===== config.mk =====
export PLATFORM = sky130hd
export DESIGN_NAME = cp0_exception_sequencer_flat
export DESIGN_NICKNAME = d
export VERILOG_FILES = /design/src/rtl/cp0_exception_sequencer_if.sv /design/src/rtl/cp0_exception_sequencer.sv /design/src/flat_wrapper.sv
export SDC_FILE = /design/constraint.sdc
export NUM_CORES = 1
export LEC_CHECK = 0
export BUFFER_PORTS_ARGS = -buffer_cell sky130_fd_sc_hd__buf_2
export CAP_MARGIN = 20
export CORE_MARGIN = 2
export CORE_UTILIZATION = 50
export DETAILED_ROUTE_END_ITERATION = 12
export PLACE_DENSITY_LB_ADDON = 0.15
export SYNTH_ARGS = -nofsm -noshare
export SYNTH_HDL_FRONTEND = slang
export SYNTH_SLANG_ARGS = --single-unit

===== constraint.sdc =====
create_clock -name clk -period 6.8 [get_ports clk]
set_input_delay 1.36 -clock clk [delete_from_list [all_inputs] [get_ports clk]]
set_output_delay 1.36 -clock clk [all_outputs]
set_load 0.1 [all_outputs]

===== src/rtl/cp0_exception_sequencer_if.sv =====
// cp0_exception_sequencer_if: MEM-stage request, CP0 state, CP0 write port and PC redirect bundle
//  slave  : the sequencer (requests/CP0 state in, control/write port/redirect out)
//  master : the surrounding pipeline / CP0 file / PC mux
interface cp0_exception_sequencer_if;
  logic [6:0]  exc_flags;
  logic [31:0] exc_pc;
  logic        exc_bd;
  logic [31:0] exc_badvaddr;
  logic        eret_req;
  logic [5:0]  hw_int;
  logic [31:0] status_in;
  logic [31:0] cause_in;
  logic [31:0] epc_in;
  logic        stall;
  logic        flush;
  logic        cp0_we;
  logic [4:0]  cp0_waddr;
  logic [31:0] cp0_wdata;
  logic        redirect;
  logic [31:0] redirect_pc;
  logic        busy;
  modport slave (
    input  exc_flags, exc_pc, exc_bd, exc_badvaddr, eret_req, hw_int, status_in, cause_in, epc_in,
    output stall, flush, cp0_we, cp0_waddr, cp0_wdata, redirect, redirect_pc, busy
  );
  modport master (
    output exc_flags, exc_pc, exc_bd, exc_badvaddr, eret_req, hw_int, status_in, cause_in, epc_in,
    input  stall, flush, cp0_we, cp0_waddr, cp0_wdata, redirect, redirect_pc, busy
  );
endinterface


===== src/rtl/cp0_exception_sequencer.sv =====
// cp0_exception_sequencer: sequences one exception/interrupt/ERET through flush, CP0 writes and PC redirect
//  clk    : clock, all state on rising edge
//  resetn : asynchronous active-low reset
//  bus    : slave side of cp0_exception_sequencer_if (requests, CP0 state, write port, redirect)
//  Optional macro EXC_INT_SYNC_EN: hw_int passes through a 2-flop synchronizer before use.
module cp0_exception_sequencer #(
  parameter logic [31:0] EXC_VECTOR  = 32'hBFC00380,
  parameter logic [4:0]  EPC_ADDR    = 5'd14,
  parameter logic [4:0]  BADV_ADDR   = 5'd8,
  parameter logic [4:0]  CAUSE_ADDR  = 5'd13,
  parameter logic [4:0]  STATUS_ADDR = 5'd12
) (
  input logic clk,
  input logic resetn,
  cp0_exception_sequencer_if.slave bus
);
  typedef enum logic [2:0] {IDLE, FLUSH, WR_EPC, WR_BADV, WR_CAUSE, WR_STATUS, REDIRECT} state_t;
  state_t state_q, state_d;
  logic [31:0] pc_q, pc_d, badv_q, badv_d, status_q, status_d;
  logic        bd_q, bd_d, eret_q, eret_d;
  logic [4:0]  code_q, code_d, exc_code;
  logic        busy_q, busy_d, flush_q, flush_d, we_q, we_d, redirect_q, redirect_d;
  logic [4:0]  waddr_q, waddr_d;
  logic [31:0] wdata_q, wdata_d, rpc_q, rpc_d;
  logic [5:0]  hw;
  logic        int_pend, exc_any, exl, badv_en;
  logic [31:0] epc_wd, cause_wd, status_wd;
  logic        unused_ok;
`ifdef EXC_INT_SYNC_EN
  logic [5:0] sync1_q, sync2_q;
  always_ff @(posedge clk or negedge resetn)
    if (!resetn) begin
      sync1_q <= '0;
      sync2_q <= '0;
    end else begin
      sync1_q <= bus.hw_int;
      sync2_q <= sync1_q;
    end
  assign hw = sync2_q;
`else
  assign hw = bus.hw_int;
`endif
  assign unused_ok = ^{bus.cause_in[30:10], bus.cause_in[7:0]};
  assign int_pend  = bus.status_in[0] & ~bus.status_in[1] & |({hw, bus.cause_in[9:8]} & bus.status_in[15:8]);
  assign exc_any   = |bus.exc_flags;
  assign exl       = status_q[1];
  assign badv_en   = ~eret_q & (code_q == 5'd4 || code_q == 5'd5);
  assign exc_code  = bus.exc_flags[0] ? 5'd4  : bus.exc_flags[1] ? 5'd10 : bus.exc_flags[2] ? 5'd12 :
                     bus.exc_flags[3] ? 5'd8  : bus.exc_flags[4] ? 5'd9  : bus.exc_flags[5] ? 5'd4 : 5'd5;
  // While idle the request context is tracked every cycle; it freezes once the sequence starts.
  // Fetch faults resolve BadVAddr to the PC here, and a misaligned ERET becomes an AdEL-fetch.
  always_comb begin
    pc_d     = pc_q;
    bd_d     = bd_q;
    badv_d   = badv_q;
    status_d = status_q;
    eret_d   = eret_q;
    code_d   = code_q;
    if (state_q == IDLE) begin
      pc_d     = bus.exc_pc;
      bd_d     = bus.exc_bd;
      badv_d   = (!int_pend && bus.exc_flags[0]) ? bus.exc_pc : bus.exc_badvaddr;
      status_d = bus.status_in;
      eret_d   = 1'b0;
      code_d   = (!int_pend && exc_any) ? exc_code : 5'd0;
      if (!int_pend && !exc_any && bus.eret_req) begin
        pc_d   = bus.epc_in;
        badv_d = bus.epc_in;
        bd_d   = 1'b0;
        eret_d = bus.epc_in[1:0] == 2'b00;
        code_d = 5'd4;
      end
    end
  end
  always_comb begin
    state_d = state_q;
    case (state_q)
      IDLE:      state_d = (int_pend | exc_any | bus.eret_req) ? FLUSH : IDLE;
      FLUSH:     state_d = eret_q ? WR_STATUS : exl ? (badv_en ? WR_BADV : WR_CAUSE) : WR_EPC;
      WR_EPC:    state_d = badv_en ? WR_BADV : WR_CAUSE;
      WR_BADV:   state_d = WR_CAUSE;
      WR_CAUSE:  state_d = WR_STATUS;
      WR_STATUS: state_d = REDIRECT;
      default:   state_d = IDLE;
    endcase
  end
  // Outputs are decoded from the next state so that every output is a flop.
  always_comb begin
    epc_wd     = bd_q ? pc_q - 32'd4 : pc_q;
    cause_wd   = {exl ? bus.cause_in[31] : bd_q, 15'b0, hw, bus.cause_in[9:8], 1'b0, code_q, 2'b0};
    status_wd  = eret_q ? (status_q & ~32'd2) : (status_q | 32'd2);
    busy_d     = state_d != IDLE;
    flush_d    = state_d == FLUSH;
    we_d       = state_d inside {WR_EPC, WR_BADV, WR_CAUSE, WR_STATUS};
    waddr_d    = state_d == WR_EPC ? EPC_ADDR : state_d == WR_BADV ? BADV_ADDR :
                 state_d == WR_CAUSE ? CAUSE_ADDR : state_d == WR_STATUS ? STATUS_ADDR : 5'd0;
    wdata_d    = state_d == WR_EPC ? epc_wd : state_d == WR_BADV ? badv_q :
                 state_d == WR_CAUSE ? cause_wd : state_d == WR_STATUS ? status_wd : 32'd0;
    redirect_d = state_d == REDIRECT;
    rpc_d      = !redirect_d ? 32'd0 : eret_q ? pc_q : EXC_VECTOR;
  end
  always_ff @(posedge clk or negedge resetn)
    if (!resetn) begin
      state_q    <= IDLE;
      pc_q       <= '0;
      bd_q       <= 1'b0;
      badv_q     <= '0;
      status_q   <= '0;
      eret_q     <= 1'b0;
      code_q     <= '0;
      busy_q     <= 1'b0;
      flush_q    <= 1'b0;
      we_q       <= 1'b0;
      waddr_q    <= '0;
      wdata_q    <= '0;
      redirect_q <= 1'b0;
      rpc_q      <= '0;
    end else begin
      state_q    <= state_d;
      pc_q       <= pc_d;
      bd_q       <= bd_d;
      badv_q     <= badv_d;
      status_q   <= status_d;
      eret_q     <= eret_d;
      code_q     <= code_d;
      busy_q     <= busy_d;
      flush_q    <= flush_d;
      we_q       <= we_d;
      waddr_q    <= waddr_d;
      wdata_q    <= wdata_d;
      redirect_q <= redirect_d;
      rpc_q      <= rpc_d;
    end
  assign bus.busy        = busy_q;
  assign bus.stall       = busy_q;
  assign bus.flush       = flush_q;
  assign bus.cp0_we      = we_q;
  assign bus.cp0_waddr   = waddr_q;
  assign bus.cp0_wdata   = wdata_q;
  assign bus.redirect    = redirect_q;
  assign bus.redirect_pc = rpc_q;
endmodule


===== src/flat_wrapper.sv =====
// flat-port wrapper written by rule: the top's interface ports become plain ports
module cp0_exception_sequencer_flat 
#(
  parameter logic [31:0] EXC_VECTOR  = 32'hBFC00380,
  parameter logic [4:0]  EPC_ADDR    = 5'd14,
  parameter logic [4:0]  BADV_ADDR   = 5'd8,
  parameter logic [4:0]  CAUSE_ADDR  = 5'd13,
  parameter logic [4:0]  STATUS_ADDR = 5'd12
)
  (clk, resetn, bus_exc_flags, bus_exc_pc, bus_exc_bd, bus_exc_badvaddr, bus_eret_req, bus_hw_int, bus_status_in, bus_cause_in, bus_epc_in, bus_stall, bus_flush, bus_cp0_we, bus_cp0_waddr, bus_cp0_wdata, bus_redirect, bus_redirect_pc, bus_busy);
  cp0_exception_sequencer_if bus_i ();
  input logic clk;
  input logic resetn;
  input wire logic [$bits(bus_i.exc_flags)-1:0] bus_exc_flags;
  input wire logic [$bits(bus_i.exc_pc)-1:0] bus_exc_pc;
  input wire logic [$bits(bus_i.exc_bd)-1:0] bus_exc_bd;
  input wire logic [$bits(bus_i.exc_badvaddr)-1:0] bus_exc_badvaddr;
  input wire logic [$bits(bus_i.eret_req)-1:0] bus_eret_req;
  input wire logic [$bits(bus_i.hw_int)-1:0] bus_hw_int;
  input wire logic [$bits(bus_i.status_in)-1:0] bus_status_in;
  input wire logic [$bits(bus_i.cause_in)-1:0] bus_cause_in;
  input wire logic [$bits(bus_i.epc_in)-1:0] bus_epc_in;
  output wire logic [$bits(bus_i.stall)-1:0] bus_stall;
  output wire logic [$bits(bus_i.flush)-1:0] bus_flush;
  output wire logic [$bits(bus_i.cp0_we)-1:0] bus_cp0_we;
  output wire logic [$bits(bus_i.cp0_waddr)-1:0] bus_cp0_waddr;
  output wire logic [$bits(bus_i.cp0_wdata)-1:0] bus_cp0_wdata;
  output wire logic [$bits(bus_i.redirect)-1:0] bus_redirect;
  output wire logic [$bits(bus_i.redirect_pc)-1:0] bus_redirect_pc;
  output wire logic [$bits(bus_i.busy)-1:0] bus_busy;
  assign bus_i.exc_flags = bus_exc_flags;
  assign bus_i.exc_pc = bus_exc_pc;
  assign bus_i.exc_bd = bus_exc_bd;
  assign bus_i.exc_badvaddr = bus_exc_badvaddr;
  assign bus_i.eret_req = bus_eret_req;
  assign bus_i.hw_int = bus_hw_int;
  assign bus_i.status_in = bus_status_in;
  assign bus_i.cause_in = bus_cause_in;
  assign bus_i.epc_in = bus_epc_in;
  assign bus_stall = bus_i.stall;
  assign bus_flush = bus_i.flush;
  assign bus_cp0_we = bus_i.cp0_we;
  assign bus_cp0_waddr = bus_i.cp0_waddr;
  assign bus_cp0_wdata = bus_i.cp0_wdata;
  assign bus_redirect = bus_i.redirect;
  assign bus_redirect_pc = bus_i.redirect_pc;
  assign bus_busy = bus_i.busy;
  cp0_exception_sequencer #(.EXC_VECTOR(EXC_VECTOR), .EPC_ADDR(EPC_ADDR), .BADV_ADDR(BADV_ADDR), .CAUSE_ADDR(CAUSE_ADDR), .STATUS_ADDR(STATUS_ADDR)) u_core (.clk(clk), .resetn(resetn), .bus(bus_i));
endmodule

Word-level counts from Yosys, hierarchy flattened. Index checks and enable logic that the tools add are counted.

Flip-flop bits (word level): 179. Input port bits: 177.

Add/subtract/negate cells: 1. Equal/unequal tests: 13. Multiplexer cells: 31. Bitwise operators: 8. Reduce and logical (&&, ||, !) cells: 13.

Operators with widths (number): 2-to-1 mux 32 bit (10); 2-to-1 mux 5 bit (10); subtractor 32 x 3 -> 32 bit (second input constant) (1); one-hot mux 3 bit (6 select lines) (1); == test 3 bit (second input constant) (5); == test 3 x 2 -> 1 bit (second input constant) (4); == test 5 x 3 -> 1 bit (second input constant) (2); 2-to-1 mux 3 bit (3); bitwise AND 8 bit (1); OR reduction 8 bit (1); OR reduction 7 bit (1); == test 3 x 1 -> 1 bit (second input constant) (2); 2-to-1 mux 1 bit (5); logical AND 1 bit (4); 2-to-1 mux 4 bit (1); nonzero test 4 bit (1); bitwise AND 1 bit (3); logical NOT 3 bit (1); nonzero test 3 bit (1); logical NOT 1 bit (2); logical NOT 2 bit (1); 2-to-1 mux 2 bit (1); NOT 1 bit (2); OR 1 bit (2); logical OR 1 bit (1).

Logic depth before layout (Yosys ltp). Gate-level depths: netlist of the first run.

Depth after elaboration: 12. Gate-level depth with buffers: 8.

Least setup slack after synthesis of the first run. Ideal clock, no wire load.

Path type: input to register. From: input port bus_exc_flags[1]. To: register u_core.wdata_q[16] (netlist: u_core.bus.cp0_wdata[16]). Data arrival time: 2.826 ns. Data required time: 6.660 ns. Path slack: 3.834 ns. Stages on the path: 7. Path through: nor4_2 > nand2_1 > o31ai_4 > inv_2 > nor2_4 > buf_2 > o22ai_1.

Word-level cells in the longest chain between the ends: 10.

Ends and longest elaborated chain: start: declaration (line flat_wrapper.sv:14) `input wire logic [$bits(bus_i.exc_flags)-1:0] bus_exc_flags;`; OR reduction 7 bit (*) (line cp0_exception_sequencer.sv:45) `assign exc_any = |bus.exc_flags;`; OR 1 bit (*) (2 in series) (line cp0_exception_sequencer.sv:78) `IDLE: state_d = (int_pend | exc_any | bus.eret_req) ? FLUSH : IDLE;`; 2-to-1 mux 1 bit (*) (line cp0_exception_sequencer.sv:78); one-hot mux 3 bit (6 select lines) (*) (line cp0_exception_sequencer.sv:77) `case (state_q)`; == test 3 bit (line cp0_exception_sequencer.sv:98) `state_d == WR_CAUSE ? cause_wd : state_d == WR_STATUS ? status_wd : 32'd0;`; 2-to-1 mux 32 bit (2 in series) (line cp0_exception_sequencer.sv:98); 2-to-1 mux 32 bit (line cp0_exception_sequencer.sv:97) `wdata_d = state_d == WR_EPC ? epc_wd : state_d == WR_BADV ? badv_q :`; 2-to-1 mux 32 bit (*) (line cp0_exception_sequencer.sv:97); via u_core.wdata_d[16] (line cp0_exception_sequencer.sv:24) `logic [31:0] wdata_q, wdata_d, rpc_q, rpc_d;`; end signal: assignment (line cp0_exception_sequencer.sv:130) `wdata_q <= wdata_d;`; end: declaration (line cp0_exception_sequencer.sv:24).

The timed path passes the listed nets; every way through them passes the cells marked *. A chain may end at the register's enable or synchronous reset.

Worst setup path in the final report of the first run.
From: input port bus_exc_flags[1]. To: register u_core.wdata_q[30] (netlist: u_core.bus.cp0_wdata[30]).

Same word-level chain as after synthesis.

==> results by group, run 1 <==
Synth
  • Synth Flop Type: dfrtp_1
  • Number of enable flip-flop cells after synthesis: 0
  • Post-synthesis sequential area ratio: 53.0%
  • Syn. warnings: 0
  • Syn Inst Count: 812
  • Async SR Flop Fraction: 100%
  • Post-synth top area share: 53.0%
  • Synth top area cells: dfrtp_1, nand2_1, mux2i_1, o221a_2, o22ai_1
  • Syn_nets: 990
  • Syn avg cell area: 10.3 sq um
  • Cell Area, Synth: 0.00836 sq mm
  • Netlist cell types: 67
  • Number of synthesized register bits: 177
  • Synth area leader: dfrtp_1

Timing
  • Fmax: 0.276 GHz
  • Period utilization: 53.2%
  • Final Slew Violations: 0
  • Final hold vios: 0
  • RSZ-0062 raised after global routing: no
  • Period minus WS final: 3620 ps
  • Worst Skew: 11.1 ps
  • Measured slew at the worst slew-check pin: 1170 ps
  • Relative slew margins: 21.9%
  • Setup TNS: 0 ps
  • Final setup viols: 0

GRT
  • Pin count of the biggest net entering global routing: 78
  • Vias in the first global route: 6929
  • GRT Util Overall: 27.9%
  • Antenna violations before repair: 2
  • Global route overflow: 0
  • First-pass GRT wire length: 37.9 mm

Worst setup path
  • Critical path class: in -> reg
  • FF-to-FF setup slack: 3960 ps
  • Reg-to-reg startpoint: u_core.state_q[1]
  • Worst reg2reg path depth: 7
  • Startpoint type of the worst setup path: input pin
  • Worst-path fanout max: 33
  • Worst Setup End Kind: flop
  • R2R Path End: u_core.bus.cp0_wdata[30]
  • Req. time, crit path: 7070 ps
  • Data arrival, critical path: 3880 ps

Route
  • Iter 0 DRT Violations: 601
  • WL final: 24.5 mm
  • Vias per cell: 5.80
  • ANT nets after route: 0
  • Drt wl/cell: 19.8 microns
  • Vias: 7179
  • DRC: 0
  • Pre-antenna DRT Iters: 7

Placement
  • Routability congestion estimate from global placement: 0.851
  • DP Area: 0.00962 sq mm
  • Hpwl dp: 16.0 mm
  • Buffers added on ports: 220

Worst hold path
  • Hold Crit Endpoint: u_core.status_q[11]
  • Hold crit path type: reg -> reg
  • Hold Path Origin: u_core.status_q[11]
  • WHS Path Cells: 2

Job
  • Max cap viols: 0

Floorplanning
  • IO Count: 251
  • Full die area: 0.0178 sq mm
  • DIE WIDTH: 133 microns
  • Initial Utilization: 50.8%
  • Core area: 0.0165 sq mm
  • Height of the chip: 133 microns
  • Site Rows: 47

CTS
  • Hold-fix buffer count after cts: 0
  • Longest Clk Path Bufs: 2
  • Root Buffer: clkbuf_16
  • Num CTS Buffers: 17
  • Worst-skew pair later-pin latency: 430 ps
  • Gates resized, CTS repair: 0
  • CTS Sinks: 177
  • H-tree Lvls: 4
  • Post-CTS Setup Repair Bufs: 0
  • TritonCTS clock tree: yes
  • Clock transition at path regs: 60 ps

Finish
  • Multi-input logic area: 0.00367 sq mm
  • Reg area: 0.00443 sq mm
  • Layout fillers: 1408
  • Final Cell Area: 0.0102 sq mm
  • Share of cells above drive strength 1: 32.5%
  • Area growth syn-to-layout: 22.2%
  • Net count, final: 1180
  • Final core utilization: 62.0%

Power and ir drop
  • Worst VDD drop: 330 uV
  • Leak: 4.72 nW
  • PD cells: 543 mW/mm^2

Outcome
  • Outcome: finished clean
==> cells in the final DEF, fill, tap and decap left out, types with 6 or more instances in the layout <==
cell type	n
nor2_1	13
o22ai_1	47
o211ai_1	7
nand3_1	8
nand2_1	173
a22oi_1	34
mux2i_1	35
o21ai_0	39
xnor2_1	16
nor3_1	10
and2_1	19
o221a_2	31
buf_4	13
inv_1	11
dfrtp_1	177
o21a_1	16
clkbuf_16	17
xor2_1	6
a222oi_1	10
a21oi_1	14
buf_2	219
==> how the worst max path moves through the flow <==
stage                      from  slack [ps]                        to  cells after the start
6_report       bus_exc_flags[1]        3180  u_core.bus.cp0_wdata[30]                      8
5_1_grt        bus_exc_flags[1]        3030  u_core.bus.cp0_wdata[17]                      8
4_1_cts        bus_exc_flags[1]        3230  u_core.bus.cp0_wdata[16]                      8
3_5_place_dp   bus_exc_flags[1]        2780  u_core.bus.cp0_wdata[16]                      8
3_3_place_gp   bus_exc_flags[1]        2780  u_core.bus.cp0_wdata[13]                      8
2_1_floorplan  bus_exc_flags[1]        3830  u_core.bus.cp0_wdata[16]                      7
==> area by class of cell <==
class	count	share of cell area, %
Antenna cell	2	0.0490
Timing Repair Buffer	234	12.1
Sequential cell	177	43.4
Tap cell	220	2.70
Clock buffer	19	4.44
Clock inverter	13	1.00
Inverter	13	0.478
Multi-Input combinational cell	559	35.9
==> report_power, final <==
| group | internal [mW] | switching (mW) |
|---|---|---|
| Sequential | 1.48 | 0.345 |
| Clock | 0.494 | 0.434 |
| Combinational | 0.811 | 1.97 |
| Total | 2.79 | 2.75 |
==> critical path, cell delays in order <==
cell and delay, ps:
buf_2 130, nor4_2 540, nand2_1 200, o31ai_4 240
buf_4 300, inv_2 90, nor2_4 790, o22ai_1 210
==> stage by stage <==
stage          cells  total power, mW  setup WS, ps  hold slack, ps
2_1_floorplan    812             3.91          3830             438
3_3_place_gp    1202             4.55          2780             455
3_5_place_dp    1202             4.60          2780             459
4_1_cts         1234             5.53          3230             475
5_1_grt         1237             5.83          3030             500
6_report        1237             5.54          3180             475
==> kinds of logic after synthesis <==
| logic type | count (synthesis) | synth area share, % |
|---|---|---|
| AO/OA/AOI/OAI | 224 | 19.9 |
| XOR/XNOR | 22 | 2.31 |
| adder cells (fa/ha/maj) | 1 | 0.150 |
| buffers and inverters | 76 | 3.88 |
| flip-flops | 177 | 53.0 |
| multiplexers | 36 | 4.33 |
| other | 1 | 0.0449 |
| AND/OR/NAND/NOR | 275 | 16.3 |
==> Yosys cell counts, types with 4 or more instances <==
cell      count
or3_1         5
nor3_2        6
inv_1        11
o21a_1       16
and2_1       19
nor2_1       14
xor2_1        6
clkbuf_1     45
o21ai_0      39
a22oi_1      34
o22ai_1      47
nand2_1     173
nor3_1       10
o221a_2      31
mux2i_1      35
o21ai_1       4
a222oi_1     10
buf_4         5
buf_2        10
nand3_1       9
o211ai_1      7
xnor2_1      16
a21oi_1      14
dfrtp_1     177
==> flip-flops by register name, summed over array words and instances, names as in the netlist, 3 cells and up <==
register                count
u_core.badv_q              32
u_core.bus.cp0_waddr        4
u_core.bus.cp0_wdata       32
u_core.bus.redirect_pc     32
u_core.code_q               4
u_core.pc_q                32
u_core.state_q              3
u_core.status_q            32
==> per-layer routing <==
| metal | GRT usage, % | share of wire (%) |
|---|---|---|
| met5 | 0 | 0 |
| met4 | 12.1 | 2.6 |
| met3 | 4.00 | 5.9 |
| met2 | 44.0 | 48 |
| met1 | 39.0 | 43 |
Note: power is estimated with default switching activity, not from simulation.
==> run 2, diff against run 1 <==
CORE_UTILIZATION = 47   (was 50)
clock period = 2.9 ns   (was 6.8 ns; I/O delays follow)
==> run 2 against run 1 <==
Against the previous run:
- first-iteration DRC count increased by 8.2%
- final area increased by 2.6%
- sequential power increased by 130%
- register-to-register slack got worse by 3600 ps
==> results by group, run 2 (synthesis gave the netlist of run 1 again) <==
CTS
  • Num CTS Buffers: 17 (unchanged)
  • H-tree Lvls: 4 (unchanged)
  • Clock transition at path regs: 70 ps (about the same)
  • Gates resized, CTS repair: 0 (unchanged)
  • Post-CTS Setup Repair Bufs: 0 (unchanged)
  • CTS Sinks: 177 (unchanged)
  • Worst-skew pair later-pin latency: 430 ps (about the same)
  • TritonCTS clock tree: yes
  • Hold-fix buffer count after cts: 0 (unchanged)
  • Root Buffer: clkbuf_16
  • Longest Clk Path Bufs: 2 (unchanged)

GRT
  • First-pass GRT wire length: 38.4 mm (+1.4%)
  • GRT Util Overall: 27.4% (-0.52 points)
  • Antenna violations before repair: 0 (-2)
  • Vias in the first global route: 6904 (-0.36%)
  • Pin count of the biggest net entering global routing: 68 (-13%)
  • Global route overflow: 0 (unchanged)

Finish
  • Final Cell Area: 0.0105 sq mm (+2.6%)
  • Area growth syn-to-layout: 25.4%
  • Layout fillers: 1538 (+9.2%)
  • Share of cells above drive strength 1: 33.8% (+1.2 points)
  • Number of antenna diodes: 0 (-2)
  • Commonest non-fill, non-tap cells in the layout: buf_2, dfrtp_1, nand2_1
  • Most common cell after layout, fill and taps aside: buf_2
  • Net count, final: 1199 (+1.6%)
  • Non-Filler Instances: 1259 (+1.8%)

Worst hold path
  • Hold crit path type: in -> async

Placement
  • DP Area: 0.00986 sq mm (+2.4%)
  • Hpwl dp: 17.2 mm (+7.8%)
  • Buffers added on ports: 220 (unchanged)
  • Routability congestion estimate from global placement: 0.904 (+6.3%)
  • Placed Cells: 1227 (+2.1%)

Worst setup path
  • R2R Path End: u_core.bus.cp0_wdata[18]
  • Req. time, crit path: 3200 ps (-3870 ps)
  • FF-to-FF setup slack: 410 ps (-3550 ps)
  • Startpoint type of the worst setup path: flop
  • Worst reg2reg path depth: 7 (unchanged)
  • Worst-path fanout max: 10 (-70%)
  • Critical path class: reg -> reg
  • Worst Setup End Kind: flop
  • Reg-to-reg startpoint: u_core.pc_q[2]
  • Data arrival, critical path: 2790 ps (-1090 ps)

Route
  • DRC: 0 (unchanged)
  • Drt wl/cell: 20.1 microns (+1.6%)
  • WL final: 25.4 mm (+3.4%)
  • ANT nets after route: 0 (unchanged)
  • Vias per cell: 5.70 (-1.7%)
  • Iter 0 DRT Violations: 650 (+8.2%)
  • Vias: 7182 (+0.042%)
  • Pre-antenna DRT Iters: 5 (-2)

Power and ir drop
  • Leak: 4.87 nW (+3.1%)
  • Total power: 13.6 mW (+140%)
  • PD cells: 1290 mW/mm^2 (+140%)
  • Worst VDD drop: 837 uV (+150%)

Timing
  • Fmax: 0.401 GHz
  • Hold Slack: 134 ps (-341 ps)
  • Period minus WS final: 2490 ps
  • Worst Skew: 7.97 ps (-3.15 ps)
  • Period utilization: 86.0%
  • Final Slew Violations: 0 (unchanged)
  • Final hold vios: 0 (unchanged)
  • RSZ-0062 raised after global routing: no
  • Relative slew margins: 45.2% (+23 points)
  • Measured slew at the worst slew-check pin: 820 ps (-348 ps)
  • Setup TNS: 0 ps (unchanged)
  • Final setup viols: 0 (unchanged)

Floorplanning
  • Core area: 0.0174 sq mm (+5.4%)
  • DIE WIDTH: 137 microns (+3.0%)
  • Site Rows: 48 (+2.1%)
  • Height of the chip: 137 microns (+3.0%)
  • Initial Utilization: 48.1% (-2.6 points)
  • Full die area: 0.0189 sq mm (+6.2%)
  • IO Count: 251 (unchanged)

Job
  • Max cap viols: 0 (unchanged)

Outcome
  • Outcome: finished clean
-- run 2: cell types whose count changed in the layout (fill, tap and decap cells not counted), sizes merged --
cell    change
buf        +19
bufinv      +4
clkbuf      -2
clkinv      -3
diode       -2
inv         +1
-- run 2: worst max path at each step --
stage                                    end              from  slack (ps)
global placement    u_core.bus.cp0_wdata[18]    u_core.pc_q[2]         430
finish              u_core.bus.cp0_wdata[18]    u_core.pc_q[2]         410
detailed placement  u_core.bus.cp0_wdata[18]    u_core.pc_q[2]         420
floorplan           u_core.bus.cp0_wdata[16]  bus_exc_flags[1]         710
CTS                 u_core.bus.cp0_wdata[18]    u_core.pc_q[2]         400
global route        u_core.bus.cp0_wdata[18]    u_core.pc_q[2]         240
-- run 2: where the power goes --
part	total, mW	switching (mW)	internal [mW]
combinational	6.82	4.73	2.09
sequential	4.28	0.795	3.48
clock	2.46	1.00	1.45
total	13.6	6.52	7.03
-- run 2: per-layer routing --
metal	vias to the layer above	routed length [microns]	track usage [%]
met5	-	0	0
met4	0	468	7.62
met3	34	1640	4.67
met2	288	12000	43.8
met1	3481	11300	38.7
li1	3379	-	-
-- run 2: area by class of cell --
| cell class | count | area, sq um | area share, % |
|---|---|---|---|
| timing repair buffer | 253 | 1430 | 13.6 |
| sequential | 177 | 4430 | 42.3 |
| tap | 225 | 282 | 2.69 |
| inverter | 13 | 48.8 | 0.466 |
| multi-input combinational | 559 | 3670 | 35.0 |
| clock buffer | 17 | 425 | 4.06 |
| clock inverter | 15 | 201 | 1.92 |
-- run 2: critical path, stage by stage (launching register included) --
cell and delay (ps):
dfrtp_1 440, inv_1 120, ha_1 180, nor2b_1 380, nand4_2 510, o31a_2 460
o211ai_1 180, o22ai_1 90
-- run 2: metrics by stage --
step | utilization (%) | setup slack (ps)
2_1_floorplan | - | 714
3_3_place_gp | 56.8 | 434
3_5_place_dp | 56.8 | 420
4_1_cts | 60.4 | 397
5_1_grt | 60.4 | 236
6_report | 60.4 | 407
==> run 3, diff against run 2 <==
PLACE_DENSITY_LB_ADDON = 0.2   (was 0.15)
==> run 3 against run 2 <==
Against the previous run:
- die area stayed put
- sequential share of layout area is 0.23 points higher
- worst setup slack worse by 65 ps
- clock-buffer cell count is 2 higher
- clock power is 12% lower
- critical path depth stayed put
- power is 2.4% lower
- largest cell class unchanged
==> results by group, run 3 (synthesis gave the netlist of run 1 again) <==
CTS
  • Clock transition at path regs: 70 ps (about the same)
  • H-tree Lvls: 4 (unchanged)
  • Gates resized, CTS repair: 0 (unchanged)
  • TritonCTS clock tree: yes
  • Root Buffer: clkbuf_16
  • CTS Sinks: 177 (unchanged)
  • Longest Clk Path Bufs: 2 (unchanged)
  • Post-CTS Setup Repair Bufs: 0 (unchanged)
  • Worst-skew pair later-pin latency: 430 ps (about the same)
  • Hold-fix buffer count after cts: 0 (unchanged)
  • Num CTS Buffers: 17 (unchanged)

Timing
  • Hold Slack: 96.3 ps (-37.8 ps)
  • Period minus WS final: 2560 ps (+64.7 ps)
  • Final hold vios: 0 (unchanged)
  • Worst Skew: 10.8 ps (+2.85 ps)
  • Measured slew at the worst slew-check pin: 1010 ps (+190 ps)
  • Relative slew margins: 32.6% (-13 points)
  • RSZ-0062 raised after global routing: no
  • Setup TNS: 0 ps (unchanged)
  • Final setup viols: 0 (unchanged)
  • Period utilization: 88.2% (+2.2 points)
  • Fmax: 0.391 GHz (-2.5%)
  • Final Slew Violations: 0 (unchanged)

Worst setup path
  • Worst reg2reg path depth: 7 (unchanged)
  • Req. time, crit path: 3190 ps (about the same)
  • Worst path slowest cell: nand4_2
  • Startpoint type of the worst setup path: flop
  • FF-to-FF setup slack: 340 ps (-60 ps)
  • Critical path class: reg -> reg
  • R2R Path End: u_core.bus.cp0_wdata[18]
  • Data arrival, critical path: 2850 ps (+60 ps)
  • CP startpoint: u_core.pc_q[2]
  • Worst Setup End Kind: flop
  • Buf/Inv on CP: 1 (unchanged)
  • CP peak stage delay: 500 ps (about the same)
  • Worst-path fanout max: 10 (unchanged)
  • Crit path max-delay family: simple AND/OR/NAND/NOR gates
  • CP Cell Sequence: inv_1, ha_1, nor2b_1, nand4_2, o31a_2, o211ai_1, o22ai_1
  • Reg-to-reg startpoint: u_core.pc_q[2]

Finish
  • Multi-input logic area: 0.00367 sq mm (unchanged)
  • Share of cells above drive strength 1: 33.7% (-0.097 points)
  • Most common cell after layout, fill and taps aside: buf_2
  • Number of antenna diodes: 0 (unchanged)
  • Layout fillers: 1497 (-2.7%)
  • Area growth syn-to-layout: 24.7%
  • Reg area: 0.00443 sq mm (unchanged)
  • Net count, final: 1199 (unchanged)
  • Final core utilization: 60.1% (-0.33 points)
  • Commonest non-fill, non-tap cells in the layout: buf_2, dfrtp_1, nand2_1

Route
  • Vias: 7220 (+0.53%)
  • ANT nets after route: 0 (unchanged)
  • Vias per cell: 5.73 (+0.53%)
  • Pre-antenna DRT Iters: 5 (unchanged)
  • Drt wl/cell: 19.8 microns (-1.9%)
  • DRC: 0 (unchanged)
  • Iter 0 DRT Violations: 637 (-2.0%)
  • WL final: 24.9 mm (-1.9%)

Power and ir drop
  • PD cells: 1270 mW/mm^2 (-1.9%)
  • Leak: 4.83 nW (-0.82%)
  • Worst VDD drop: 787 uV (-6.0%)

Placement
  • Routability congestion estimate from global placement: 0.925 (+2.3%)
  • Buffers added on ports: 220 (unchanged)
  • Hpwl dp: 17.4 mm (+0.69%)

Floorplanning
  • Initial Utilization: 48.1% (unchanged)
  • DIE WIDTH: 137 microns (unchanged)
  • Height of the chip: 137 microns (unchanged)
  • IO Count: 251 (unchanged)
  • Full die area: 0.0189 sq mm (unchanged)
  • Core area: 0.0174 sq mm (unchanged)
  • Site Rows: 48 (unchanged)

GRT
  • Global route overflow: 0 (unchanged)
  • Vias in the first global route: 6858 (-0.67%)
  • GRT Util Overall: 27.1% (-0.33 points)
  • First-pass GRT wire length: 38.1 mm (-0.99%)
  • Pin count of the biggest net entering global routing: 55 (-19%)
  • Antenna violations before repair: 0 (unchanged)

Outcome
  • Outcome: finished clean

Job
  • Max cap viols: 0 (unchanged)

Worst hold path
  • Hold crit path type: in -> async
[run 3: through the flow]
| step | cells | instance area [sq um] | power, mW | setup slack (ps) |
|---|---|---|---|---|
| finish | 1259 | 10400 | 13.2 | 342 |
| global route | 1259 | 10400 | 14.0 | 221 |
| CTS | 1259 | 10400 | 13.2 | 375 |
| detailed placement | 1227 | 9870 | 11.0 | 295 |
| global placement | 1227 | 9870 | 10.9 | 318 |
| floorplan | 812 | 8360 | 9.16 | 714 |
[run 3: layer usage]
layer,up-vias,track usage (%),routed length [microns]
met3,35,4.16,1640
li1,3381,-,-
met5,-,0,0
met1,3518,37.6,10800
met4,0,9.28,522
met2,286,43.4,11900
[run 3: worst register-to-register path: cells and delay by family (launching register included)]
family	cells	cell delay (ps)
AOI/OAI and AO/OA	3	750
adders and majority gates	1	200
DFF	1	440
and+or+nand+nor	2	910
buffers and inverters	1	120
[run 3: how the worst max path moves through the flow]
stage,cells after the start,endpoint
3_3_place_gp,6,u_core.badv_q[6]
2_1_floorplan,7,u_core.bus.cp0_wdata[16]
3_5_place_dp,6,u_core.badv_q[30]
6_report,7,u_core.bus.cp0_wdata[18]
5_1_grt,7,u_core.bus.cp0_wdata[18]
4_1_cts,7,u_core.bus.cp0_wdata[18]
[run 3: cell type report]
type / instances / area share (%)
multi-input cells: 559 / 35.2
well taps: 225 / 2.70
flip-flops and latches: 177 / 42.5
repair buffers: 253 / 13.8
inverters: 13 / 0.468
clock inverters: 13 / 1.09
clock buffers: 19 / 4.25
[run 3: where the power goes]
| group | leakage (nW) | switching (mW) | internal [mW] |
|---|---|---|---|
| Sequential | 2.21 | 0.799 | 3.48 |
| Clock | 0.273 | 0.965 | 1.20 |
| Combinational | 2.35 | 4.69 | 2.09 |
| Total | 4.83 | 6.45 | 6.77 |
